--- config.mk ---
export PLATFORM = sky130hd
export DESIGN_NAME = microc_seq_flat
export DESIGN_NICKNAME = d
export VERILOG_FILES = /design/src/rtl/microc_pkg.sv /design/src/rtl/microc_seq_if.sv /design/src/rtl/microc_ras.sv /design/src/rtl/microc_seq.sv /design/src/flat_wrapper.sv
export SDC_FILE = /design/constraint.sdc
export NUM_CORES = 1
export LEC_CHECK = 0
export ABC_AREA = 0
export BUFFER_PORTS_ARGS = -buffer_cell sky130_fd_sc_hd__buf_4
export CAP_MARGIN = 20
export CORE_MARGIN = 4
export CORE_UTILIZATION = 59
export CTS_CLUSTER_SIZE = 20
export DETAILED_ROUTE_END_ITERATION = 12
export PLACE_DENSITY = 0.84
export SLEW_MARGIN = 20
export SYNTH_ARGS = -nofsm -noshare
export SYNTH_HDL_FRONTEND = slang
export SYNTH_HIERARCHICAL = 1
export SYNTH_SLANG_ARGS = --single-unit
--- constraint.sdc ---
create_clock -name clk -period 5.7 [get_ports clk]
set_input_delay 0.285 -clock clk [delete_from_list [all_inputs] [get_ports clk]]
set_output_delay 0.285 -clock clk [all_outputs]
set_load 0.005 [all_outputs]
--- src/rtl/microc_pkg.sv ---
// Shared definitions for the microc datapath sequencer and the uc controller.
package microc_pkg;

  localparam int DEFAULT_PC_W        = 10;
  localparam int DEFAULT_INSTR_W     = 16;
  localparam int DEFAULT_OPC_W       = 6;
  localparam int DEFAULT_STACK_DEPTH = 4;

  // Opcode map decoded by uc; the sequencer only forwards the field.
  typedef enum logic [DEFAULT_OPC_W-1:0] {
    OPC_NOP  = 6'h00,
    OPC_LDI  = 6'h01,
    OPC_ADD  = 6'h02,
    OPC_SUB  = 6'h03,
    OPC_AND  = 6'h04,
    OPC_OR   = 6'h05,
    OPC_JMP  = 6'h10,
    OPC_JZ   = 6'h11,
    OPC_JNZ  = 6'h12,
    OPC_CALL = 6'h18,
    OPC_RET  = 6'h19,
    OPC_HALT = 6'h3F
  } opcode_e;

  // Source of the next program counter value.
  typedef enum logic [1:0] {
    PC_HOLD,
    PC_INC,
    PC_JMP,
    PC_POP
  } pc_sel_e;

endpackage

--- src/rtl/microc_seq_if.sv ---
// Control interface between uc (master) and the datapath sequencer (slave).
interface microc_seq_if
  import microc_pkg::*;
#(
  parameter int OPC_W = DEFAULT_OPC_W
);

  logic             s_inc;
  logic             s_call;
  logic             s_ret;
  logic             s_halt;
  logic             wez;
  logic [OPC_W-1:0] opcode;
  logic             zero;

  modport master (
    output s_inc, s_call, s_ret, s_halt, wez,
    input  opcode, zero
  );

  modport slave (
    input  s_inc, s_call, s_ret, s_halt, wez,
    output opcode, zero
  );

endinterface

--- src/rtl/microc_ras.sv ---
// Return-address stack: LIFO with occupancy count 0..DEPTH; push when full
// and pop when empty are ignored so the caller can flag them.
module microc_ras #(
  parameter int DEPTH = 4,
  parameter int W     = 10
) (
  input  logic                   clk,
  input  logic                   reset,
  input  logic                   push,
  input  logic                   pop,
  input  logic [W-1:0]           data_in,
  output logic [W-1:0]           top,
  output logic                   full,
  output logic                   empty,
  output logic [$clog2(DEPTH):0] sp
);

  localparam int AW   = $clog2(DEPTH);
  localparam int SP_W = AW + 1;

  logic [W-1:0]    mem_q [DEPTH];
  logic [SP_W-1:0] sp_q, sp_d;
  logic [SP_W-1:0] sp_m1;
  logic            wr_en;

  assign full  = (sp_q == SP_W'(DEPTH));
  assign empty = (sp_q == '0);
  assign wr_en = push && !full;
  assign sp_m1 = sp_q - 1'b1;
  assign top   = mem_q[sp_m1[AW-1:0]];
  assign sp    = sp_q;

  // NOTE: every always_comb output gets a default first so no path leaves it unassigned (no latch).
  always_comb begin
    sp_d = sp_q;
    if (wr_en) begin
      sp_d = sp_q + 1'b1;
    end else if (pop && !empty) begin
      sp_d = sp_q - 1'b1;
    end
  end

  // NOTE: sequential state uses non-blocking assignments so all flops update together at the edge.
  always_ff @(posedge clk) begin
    if (reset) begin
      sp_q <= '0;
    end else begin
      sp_q <= sp_d;
    end
  end

  // NOTE: storage is deliberately not reset; the count alone decides which entries are valid.
  always_ff @(posedge clk) begin
    if (wr_en) begin
      mem_q[sp_q[AW-1:0]] <= data_in;
    end
  end

endmodule

--- src/rtl/microc_seq.sv ---
// Instruction sequencer: PC, next-pc selection, return-address stack and
// registered zero flag for the single-cycle microc machine.
module microc_seq
  import microc_pkg::*;
#(
  parameter int PC_W        = DEFAULT_PC_W,
  parameter int INSTR_W     = DEFAULT_INSTR_W,
  parameter int OPC_W       = DEFAULT_OPC_W,
  parameter int STACK_DEPTH = DEFAULT_STACK_DEPTH
) (
  input  logic               clk,
  input  logic               reset,
  microc_seq_if.slave        uc,
  input  logic [INSTR_W-1:0] instr,
  input  logic [PC_W-1:0]    jmp_addr,
  input  logic               alu_zero,
  output logic [PC_W-1:0]    pc,
  output logic               stack_ovf,
  output logic               stack_unf
);

  logic [PC_W-1:0] pc_q, pc_d;
  logic            zero_q, zero_d;
  logic            ovf_q, ovf_d;
  logic            unf_q, unf_d;

  logic [PC_W-1:0] pc_inc;
  logic [PC_W-1:0] ras_top;
  logic            ras_full, ras_empty;
  logic            ras_push, ras_pop;
  logic [$clog2(STACK_DEPTH):0] ras_sp;
  pc_sel_e         pc_sel;

  // Natural width truncation gives the required wrap at 2**PC_W-1.
  assign pc_inc = pc_q + 1'b1;

  always_comb begin
    pc_sel   = PC_HOLD;
    ras_push = 1'b0;
    ras_pop  = 1'b0;
    ovf_d    = ovf_q;
    unf_d    = unf_q;
    zero_d   = uc.wez ? alu_zero : zero_q;

    // Halt blocks every stack operation; ret beats a simultaneous call.
    if (uc.s_halt) begin
      pc_sel = PC_HOLD;
    end else if (uc.s_ret) begin
      if (!ras_empty) begin
        pc_sel  = PC_POP;
        ras_pop = 1'b1;
      end else begin
        pc_sel = PC_INC;
        unf_d  = 1'b1;
      end
    end else if (uc.s_call) begin
      pc_sel = PC_JMP;
      if (!ras_full) begin
        ras_push = 1'b1;
      end else begin
        ovf_d = 1'b1;
      end
    end else begin
      pc_sel = uc.s_inc ? PC_INC : PC_JMP;
    end

    unique case (pc_sel)
      PC_HOLD: pc_d = pc_q;
      PC_INC:  pc_d = pc_inc;
      PC_JMP:  pc_d = jmp_addr;
      PC_POP:  pc_d = ras_top;
      default: pc_d = pc_q;
    endcase
  end

  always_ff @(posedge clk) begin
    if (reset) begin
      pc_q   <= '0;
      zero_q <= 1'b0;
      ovf_q  <= 1'b0;
      unf_q  <= 1'b0;
    end else begin
      pc_q   <= pc_d;
      zero_q <= zero_d;
      ovf_q  <= ovf_d;
      unf_q  <= unf_d;
    end
  end

  microc_ras #(
    .DEPTH (STACK_DEPTH),
    .W     (PC_W)
  ) u_ras (
    .clk     (clk),
    .reset   (reset),
    .push    (ras_push),
    .pop     (ras_pop),
    .data_in (pc_inc),
    .top     (ras_top),
    .full    (ras_full),
    .empty   (ras_empty),
    .sp      (ras_sp)
  );

  assign uc.opcode = instr[INSTR_W-1 -: OPC_W];
  assign uc.zero   = zero_q;
  assign pc        = pc_q;
  assign stack_ovf = ovf_q;
  assign stack_unf = unf_q;

endmodule

--- src/flat_wrapper.sv ---
// flat-port wrapper written by rule: the top's interface ports become plain ports
module microc_seq_flat import microc_pkg::*;
#(
  parameter int PC_W        = DEFAULT_PC_W,
  parameter int INSTR_W     = DEFAULT_INSTR_W,
  parameter int OPC_W       = DEFAULT_OPC_W,
  parameter int STACK_DEPTH = DEFAULT_STACK_DEPTH
)
  (clk, reset, instr, jmp_addr, alu_zero, pc, stack_ovf, stack_unf, uc_s_inc, uc_s_call, uc_s_ret, uc_s_halt, uc_wez, uc_opcode, uc_zero);
  microc_seq_if #(.OPC_W(OPC_W)) uc_i ();
  input  logic clk;
  input  logic reset;
  input  logic [INSTR_W-1:0] instr;
  input  logic [PC_W-1:0] jmp_addr;
  input  logic alu_zero;
  output logic [PC_W-1:0] pc;
  output logic stack_ovf;
  output logic stack_unf;
  input wire logic [$bits(uc_i.s_inc)-1:0] uc_s_inc;
  input wire logic [$bits(uc_i.s_call)-1:0] uc_s_call;
  input wire logic [$bits(uc_i.s_ret)-1:0] uc_s_ret;
  input wire logic [$bits(uc_i.s_halt)-1:0] uc_s_halt;
  input wire logic [$bits(uc_i.wez)-1:0] uc_wez;
  output wire logic [$bits(uc_i.opcode)-1:0] uc_opcode;
  output wire logic [$bits(uc_i.zero)-1:0] uc_zero;
  assign uc_i.s_inc = uc_s_inc;
  assign uc_i.s_call = uc_s_call;
  assign uc_i.s_ret = uc_s_ret;
  assign uc_i.s_halt = uc_s_halt;
  assign uc_i.wez = uc_wez;
  assign uc_opcode = uc_i.opcode;
  assign uc_zero = uc_i.zero;
  microc_seq #(.PC_W(PC_W), .INSTR_W(INSTR_W), .OPC_W(OPC_W), .STACK_DEPTH(STACK_DEPTH)) u_core (.clk(clk), .reset(reset), .uc(uc_i), .instr(instr), .jmp_addr(jmp_addr), .alu_zero(alu_zero), .pc(pc), .stack_ovf(stack_ovf), .stack_unf(stack_unf));
endmodule
==> results.toml <==
[status]
outcome = "finished clean"

[layout]
area_delta_synth_final_pct = 10.1
fin_nets = 270
n_fill_cell = 316
drive_above_1_share_pct = 25.2
diodes = 0

[worst_setup_path]
cp_data_arrival_time_ps = 3610
cp_max_fo = 15
cp-end-kind = "flip-flop"
worstSetupStartpointType = "flip-flop"
crit_type = "flip-flop to flip-flop"
worstPathRequired_ps = 5940

[placed_design]
post-dp-hpwl_mm = 3.83
io_buffers = 30
pre_cts_ws_ps = 2370
gp_congestion = 0.810

[synthesis]
syn_avg_cell_area_um2 = 13.1
synthesis.nets = 249
async_flop_share_pct = 0
synth_top_area_share_pct = 44.2
ys_ff_latch = 56
synth_ff_type = "edfxtp_1"
synth_edf_count = 40
syn_area_mm2 = 0.00272
synth_warnings = 6
synth_cells = 208
synth_area_leaders = "edfxtp_1, dfxtp_1, mux4_2"
synth_top_cell_by_area = "edfxtp_1"
synthDistinctLibCells = 50
ys_seq_area_share_pct = 56.0

[power_and_ir_drop]
comb_power_share_pct = 11.6
clkPwrFrac_pct = 28.8
p_leak_nw = 1.09
p_sw_mw = 0.185
p_sw_share_pct = 23.8
vdd_drop_max_mv = 0.204
power.density_mw_per_mm2 = 260
p_int_mw = 0.593
seqPwrFrac_pct = 59.6

[clock_network]
clkLatencyLatePin_ps = 310
tritoncts = "yes"
post_cts_buffers = 0
hold_buffers = 0
htree_num_levels = 2
cts_buffers = 5
clkTransAtPathRegs_ps = 100
root_buffer = "clkbuf_8"
max-clock-path-buffers = 2
cts_sinks = 56
cts_resized = 0

[timing]
worstMarginPinSlew_ps = 875
skew_ps = 9.72
slew_headroom_pct = 41.6
fmaxAchievable_mhz = 297
fin_ws_ps = 2330
rsz0062_at_grt = "false"
fin_crit_sh_pct = 59.1
report.final.hold_viol_count = 0
setup_viol_count_final = 0
timing.final.max_slew_violations = 0
setup_tns_ps = 0
min_period_ps = 3370

[detailed_routing]
routed_via_density = 6.23
drt-wirelength-per-cell_um = 19.5
wl_mm = 5.49
drc = 0
drtIter0Drc = 163
firstDrtPassIters = 4
num_vias = 1757
ant_nets = 0

[grt]
grt_max_degree = 21
gr-total-overflow = 0
grt_first_pass_wirelength_mm = 8.16
first_global_vias = 1662
gr-usage-all-layers_pct = 20.0
antenna_found_initial = 0

[die]
ios = 53
die_h_um = 75.8
die_area_mm2 = 0.00575
core_area_mm2 = 0.00441
rows = 24
die-width_um = 75.8
initial_core_util_pct = 61.5

[run]
drv_cap = 0

[hold_path]
holdCritPathClass = "input port to flip-flop"
[state kept, by name (all words and copies together), names as in the netlist]
name	count
u_core/u_ras/sp	3
u_core/stack_unf	1
u_core/stack_ovf	1
u_core/uc.zero	1
u_core/pc	10
u_core/u_ras/mem_q	40
[power groups by stage]
stage | logic, mW | clock network [mW] | registers, mW
floorplan | 0.0633 | 0 | 0.467
global placement | 0.0873 | 0 | 0.473
detailed placement | 0.0901 | 0 | 0.473
CTS | 0.0903 | 0.231 | 0.464
global route | 0.0984 | 0.247 | 0.465
finish | 0.0902 | 0.224 | 0.463
[final cells by class]
class / count / area [um^2] / share of cell area [%]
flip-flops and latches: 56 / 1520 / 50.9
multi-input cells: 122 / 1030 / 34.4
repair buffers: 30 / 225 / 7.53
clock buffers: 6 / 82.6 / 2.76
well taps: 52 / 65.1 / 2.18
inverters: 14 / 52.6 / 1.76
clock inverters: 2 / 13.8 / 0.460
[cell families (layout without fill, tap and decap cells)]
logic type / after synthesis / count (layout) / share of synthesized area, %
buffers and inverters: 30 / 52 / 6.04
xor gates and xnor gates: 7 / 7 / 2.26
and+or+nand+nor: 56 / 56 / 12.2
AOI/OAI and AO/OA: 40 / 40 / 11.1
DFF: 56 / 56 / 56.0
muxes: 12 / 12 / 9.17
adders and majority gates: 7 / 7 / 3.23
[cell usage after synthesis, types with 5 or more instances]
cell type / number
a21oi_1: 6
dfxtp_1: 16
nor2_1: 8
ha_1: 7
a221oi_1: 8
and2_2: 5
edfxtp_1: 40
mux4_2: 9
buf_4: 6
inv_1: 14
a31oi_1: 6
nand2_1: 7
or3_1: 5
buf_2: 5
xnor2_1: 5
[worst max-delay path: stages, from the launching register on]
cell and delay [ps]:
dfxtp_1 910, inv_1 200, ha_1 290, ha_1 270
nor2b_1 690, and2_1 240, or2b_1 230, or3_1 310
a31oi_1 160
[cells in the final DEF, fill, tap and decap left out, types with 4 or more instances in the layout]
cell type  instances
or3_1              5
mux4_2             9
ha_1               7
inv_1             14
a31oi_1            6
nand2_1            7
clkbuf_8           6
dfxtp_1           16
edfxtp_1          40
xnor2_1            5
nand3_1            4
and2_2             5
a221oi_1           8
a21oi_1            6
nor2_1             8
nor3_1             4
buf_4             30
[through the flow]
step | std cells | utilization, % | area [um^2] | hold slack, ps | power, mW
floorplan | 208 | - | 2720 | 354 | 0.531
global placement | 274 | 65.6 | 2890 | 450 | 0.560
detailed placement | 274 | 65.6 | 2890 | 481 | 0.563
CTS | 282 | 67.7 | 2990 | 215 | 0.785
global route | 282 | 67.7 | 2990 | 245 | 0.811
finish | 282 | 67.7 | 2990 | 219 | 0.778
[per-layer routing]
layer  track usage (%)  wire length [um]  vias to the layer above
met5                 0                 0                        -
met3              4.75               383                        9
met4              7.38               103                        0
li1                  -                 -                      832
met2              33.1              2780                       60
met1              25.7              2230                      856
[path summary, 6_finish.rpt]
check / startpoint / end / slack [ps] / cells after the start
max: u_core/u_ras/sp[0] / u_core/u_ras/sp[1] / 2330 / 8
min: alu_zero / u_core/uc.zero / 220 / 3
max reg2reg: u_core/u_ras/sp[0] / u_core/u_ras/sp[1] / 2330 / 8
min reg2reg: u_core/stack_ovf / u_core/stack_ovf / 500 / 2
No activity file was read; power rests on OpenSTA's default activity.
